File: src/rtl/hamming_encoder_74_tx.sv
// hamming_encoder_74_tx
// Hamming(7,4) encoder with a one-wire serial transmitter. It takes a nibble
// over a valid/ready handshake and sends the codeword on tx_bit, position 1
// first. Each code bit is held for BIT_CYCLES enabled cycles.
// Optional build macro HAMMING_TX_PARITY_EN appends an overall even-parity
// bit p0 after position 7, which gives extended Hamming(8,4) frames.
module hamming_encoder_74_tx #(
  parameter int   BIT_CYCLES = 1,
  parameter logic IDLE_LEVEL = 1'b0
) (
  input  logic       clk,
  input  logic       rst,
  input  logic       ena,
  input  logic [3:0] data_in,
  input  logic       data_valid,
  output logic       data_ready,
  output logic       tx_bit,
  output logic       tx_valid,
  output logic [2:0] bit_idx,
  output logic [6:0] codeword_out,
  output logic       frame_done
);

  typedef enum logic {IDLE, SEND} state_t;

  // Terminal value of the per-bit hold counter (stays 0 when BIT_CYCLES=1).
  localparam logic [3:0] CNT_LAST = 4'(BIT_CYCLES - 1);

`ifdef HAMMING_TX_PARITY_EN
  localparam logic [2:0] LAST_IDX = 3'd7;
`else
  localparam logic [2:0] LAST_IDX = 3'd6;
`endif

  state_t     state;
  logic [3:0] cnt;
  logic       done_q;
  logic [6:0] enc;
  logic [7:0] frame_vec;
  logic [2:0] next_idx;
  logic       accept;

  // Even parity; bit[k] of the result is codeword position k+1.
  function automatic logic [6:0] encode(input logic [3:0] d);
    logic p1, p2, p3;
    p1 = d[0] ^ d[1] ^ d[3];
    p2 = d[0] ^ d[2] ^ d[3];
    p3 = d[1] ^ d[2] ^ d[3];
    return {d[3], d[2], d[1], p3, d[0], p2, p1};
  endfunction

  assign enc = encode(data_in);

  // The transmitted frame is indexed by bit_idx. The top slot holds p0 only
  // when the parity option is built in, and is never reached otherwise.
`ifdef HAMMING_TX_PARITY_EN
  assign frame_vec = {^codeword_out, codeword_out};
`else
  assign frame_vec = {1'b0, codeword_out};
`endif

  assign next_idx   = bit_idx + 3'd1;
  assign data_ready = (state == IDLE) & ena & ~rst;
  assign accept     = data_valid & data_ready;

  // The done pulse is masked while the block is frozen. A pulse interrupted
  // by ena=0 is therefore shown once, when ena returns.
  assign frame_done = done_q & ena;

  // Handshake, bit sequencing and hold counter; everything freezes when ena=0.
  always_ff @(posedge clk) begin
    if (rst) begin
      state        <= IDLE;
      tx_bit       <= IDLE_LEVEL;
      tx_valid     <= 1'b0;
      bit_idx      <= 3'd0;
      codeword_out <= 7'd0;
      done_q       <= 1'b0;
      cnt          <= 4'd0;
    end else if (ena) begin
      done_q <= 1'b0;
      case (state)
        IDLE: begin
          if (accept) begin
            state        <= SEND;
            codeword_out <= enc;
            tx_bit       <= enc[0];
            tx_valid     <= 1'b1;
            bit_idx      <= 3'd0;
            cnt          <= 4'd0;
          end
        end
        SEND: begin
          if (cnt == CNT_LAST) begin
            cnt <= 4'd0;
            if (bit_idx == LAST_IDX) begin
              state    <= IDLE;
              tx_bit   <= IDLE_LEVEL;
              tx_valid <= 1'b0;
              bit_idx  <= 3'd0;
              done_q   <= 1'b1;
            end else begin
              bit_idx <= next_idx;
              tx_bit  <= frame_vec[next_idx];
            end
          end else begin
            cnt <= cnt + 4'd1;
          end
        end
        default: state <= IDLE;
      endcase
    end
  end

endmodule

File: config.mk
export PLATFORM = sky130hd
export DESIGN_NAME = hamming_encoder_74_tx
export DESIGN_NICKNAME = d
export VERILOG_FILES = /design/src/rtl/hamming_encoder_74_tx.sv
export SDC_FILE = /design/constraint.sdc
export NUM_CORES = 1
export LEC_CHECK = 0
export ABC_AREA = 0
export BUFFER_PORTS_ARGS = -buffer_cell sky130_fd_sc_hd__buf_2
export CAP_MARGIN = 10
export CORE_MARGIN = 2
export CORE_UTILIZATION = 55
export CTS_CLUSTER_DIAMETER = 80
export DETAILED_ROUTE_END_ITERATION = 10
export MAX_ROUTING_LAYER = met4
export PLACE_DENSITY = 0.85
export SETUP_SLACK_MARGIN = 0.05
export SLEW_MARGIN = 20
export SYNTH_ARGS = -nofsm -noshare
export SYNTH_HDL_FRONTEND = slang
export SYNTH_SLANG_ARGS = --single-unit
File: constraint.sdc
create_clock -name clk -period 2.6 [get_ports clk]
set_input_delay 0.26 -clock clk [delete_from_list [all_inputs] [get_ports clk]]
set_output_delay 0.26 -clock clk [all_outputs]
set_load 0.01 [all_outputs]
==> results.json <==
{
  "crit_type": "flop to flop",
  "syn_inst": 108,
  "synth_nets": 120,
  "postLayoutCoreUtil_pct": 67.5,
  "sw_frac_of_total_pct": 26.5,
  "post-place-ws_ns": 0.754,
  "p_clk_share_pct": 27.1,
  "cts_resized": 0,
  "rows": 14,
  "antenna_cells": 0,
  "wl_per_cell_um": 13.0,
  "setup_violations": 0,
  "clk_pin_slew_ns": 0.10,
  "hold_viol": 0,
  "hold_path.class": "primary input to flop",
  "post_cts_buffers": 0,
  "grt_pass1_vias": 723,
  "timing.hold.ws_ns": 0.232,
  "synth.avg_cell_area_um2": 8.50,
  "drt_iter0_drc": 10,
  "p_per_area_nw_per_um2": 482,
  "synth_largest_area_cell": "dfxtp_1",
  "synthTopCellsByArea": "dfxtp_1 (39%), a21oi_1 (7.6%), ha_1 (5.4%), nand2_1 (4.9%), xnor2_1 (4.8%)",
  "ir_drop_mv": 0.318,
  "grt_overflow": 0,
  "grt_pass1_wl_um": 3070,
  "ios": 22,
  "ys_ff_latch": 18,
  "fin_nets": 141,
  "critPathLaunchType": "flop",
  "cts_tree": "done",
  "core_region_area_um2": 1540,
  "max_freq_ghz": 0.532,
  "insertion_delay_ns": 0.29,
  "rsz0062_at_grt": "no",
  "syn_to_final_growth_pct": 13.4,
  "slowest_delay_ns": 0.52,
  "seq_area_frac_synth_pct": 39.2,
  "grt_max_degree": 22,
  "die_w_um": 44.9,
  "route.vias.total": 832,
  "p_int_uw": 369,
  "clk_path_buf_depth": 2,
  "synthXorXnorAreaFrac_pct": 9.40,
  "clock-sinks": 18,
  "yosys.area_share.simple_pct": 25.3,
  "maxSlewHeadroom_pct": 71.3,
  "outcome": "finished, final reports clean",
  "power.switching_uw": 133,
  "synth_area_um2": 918,
  "seq_power_share_pct": 58.5,
  "drcViolationCount": 0,
  "numCtsBuffers": 3,
  "slowest_stage": "mux4_2",
  "layout-drive-gt1-share_pct": 22.0,
  "drv_slew": 0,
  "synthMuxAreaShare_pct": 4.63,
  "htree_levels": 1,
  "routabilityCongestion": 0.838,
  "synth_fa_ha_area_share_pct": 5.45,
  "fp.dieH_um": 44.9,
  "crit_required_ns": 2.78,
  "first_pass_iters": 4,
  "setup_slack_ns": 0.720,
  "netlist.area_leader.share_pct": 39.2,
  "viasPerCell": 5.82,
  "grt.total_usage_pct": 21.8,
  "port_buffers": 21,
  "synth_warnings": 0,
  "hpwl_um": 1380,
  "cp_max_fo": 7,
  "worst_setup_path_end_kind": "flop",
  "tns_ns": 0,
  "cts_root_buf": "clkbuf_4",
  "initial_core_util_pct": 59.6,
  "finalCriticalPeriod_ns": 1.88,
  "finalCritPeriodShare_pct": 72.3,
  "cap_violations": 0,
  "wl_um": 1860,
  "power.leakage_uw": 0.000448,
  "arrival_ns": 2.06,
  "ctsHoldBuffers": 0,
  "crit_chain": "ha_1 -> xnor2_2 -> mux4_2 -> nand2b_1 -> o2111ai_1 -> nand3_1",
  "antenna_left": 0,
  "comb_power_share_pct": 14.5,
  "antenna_found_initial": 0,
  "yosys.cell_types.count": 31,
  "finalPower_uw": 502,
  "die_area_um2": 2010,
  "synth_top_family_by_area": "simple AND/OR/NAND/NOR gates",
  "tightest_slew_ns": 0.429,
  "synth-compound-area-share_pct": 12.0,
  "skew_ns": 0.00341
}
Yosys cell counts:
master     count
nor3_1         3
nand3b_1       1
xor2_1         3
or3_1          1
mux4_2         1
a21oi_1       14
xnor2_1        5
and3b_1        1
o21ai_0        3
dfxtp_1       18
nand4b_1       1
o21a_1         1
mux2i_1        2
ha_1           4
nor2b_1        1
a32oi_1        1
buf_4          1
nor2_1        11
xnor2_2        1
and2_1         2
nand4_1        1
buf_2          2
nand2_1       12
nand2b_1       2
or3b_1         1
nor3b_2        1
clkbuf_1       2
nand3_1        7
inv_1          3
o2111ai_1      1
nand2_2        1
final timing paths:
kind	start	end	slack (ns)	depth (start not counted)
setup / recovery	bit_idx[0]$_SDFFE_PP0P_	tx_bit$_SDFFE_PP0P_	0.72	6
hold / removal	data_in[2]	codeword_out[5]$_SDFFE_PP0P_	0.23	3
setup reg to reg	bit_idx[0]$_SDFFE_PP0P_	tx_bit$_SDFFE_PP0P_	0.72	6
hold reg to reg	done_q$_SDFFE_PP0P_	done_q$_SDFFE_PP0P_	0.47	2
layer usage:
metal  track usage [%]  wire length [um]  share of wire [%]
met5                 -                 0                  0
met4              15.9                57                3.1
met1              29.1               854                 46
met3              3.60               137                7.4
met2              29.6               808                 44
cells in the final DEF (no fill, tap or decap), types with 2 or more instances in the layout:
cell / instances
nand2b_1: 2
ha_1: 4
nand3_1: 7
inv_1: 3
buf_2: 21
xor2_1: 3
o21ai_0: 3
nor3_1: 3
nor2_1: 11
a21oi_1: 14
mux2i_1: 2
xnor2_1: 5
and2_1: 2
dfxtp_1: 18
nand2_1: 12
clkbuf_4: 3
per-stage QoR:
step / area [um2] / cells
floorplan: 918 / 108
global placement: 1020 / 140
detailed placement: 1020 / 140
CTS: 1040 / 143
global route: 1040 / 143
finish: 1040 / 143
area by class of cell:
class	count	area [um2]
fillers	125	500
repair buffers	21	105
inverters	3	11.3
flip-flops and latches	18	360
multi-input cells	82	522
clock buffers	3	22.5
well taps	16	20.0
critical path, delay by kind of cell, from the launching register on:
family | cells | cell delay, ns
muxes | 1 | 0.52
adders and majority gates | 1 | 0.28
xor gates and xnor gates | 1 | 0.17
DFF | 1 | 0.46
AOI/OAI and AO/OA | 1 | 0.10
and+or+nand+nor | 2 | 0.24
logic make-up (layout without fill, tap and decap cells):
kind of cell	Yosys count	count (layout)
and+or+nand+nor	46	46
AOI/OAI and AO/OA	20	20
DFF	18	18
xor gates and xnor gates	9	9
buffers and inverters	8	27
adders and majority gates	4	4
muxes	3	3
power groups by stage:
| stage | Clock (uW) | Combinational, uW | Sequential [uW] |
|---|---|---|---|
| after global routing | 151 | 80.1 | 295 |
| after CTS | 138 | 72.6 | 293 |
| final | 136 | 72.7 | 293 |
| after detailed placement | 0 | 72.1 | 300 |
| after global placement | 0 | 69.4 | 299 |
| after floorplan | 0 | 49.7 | 299 |
state kept, by name (all words and copies together), names as in the netlist:
register,flops
done_q,1
bit_idx,3
codeword_out,7
tx_valid,1
state,1
tx_bit,1
cnt,4
(Power assumes the default switching activity.)
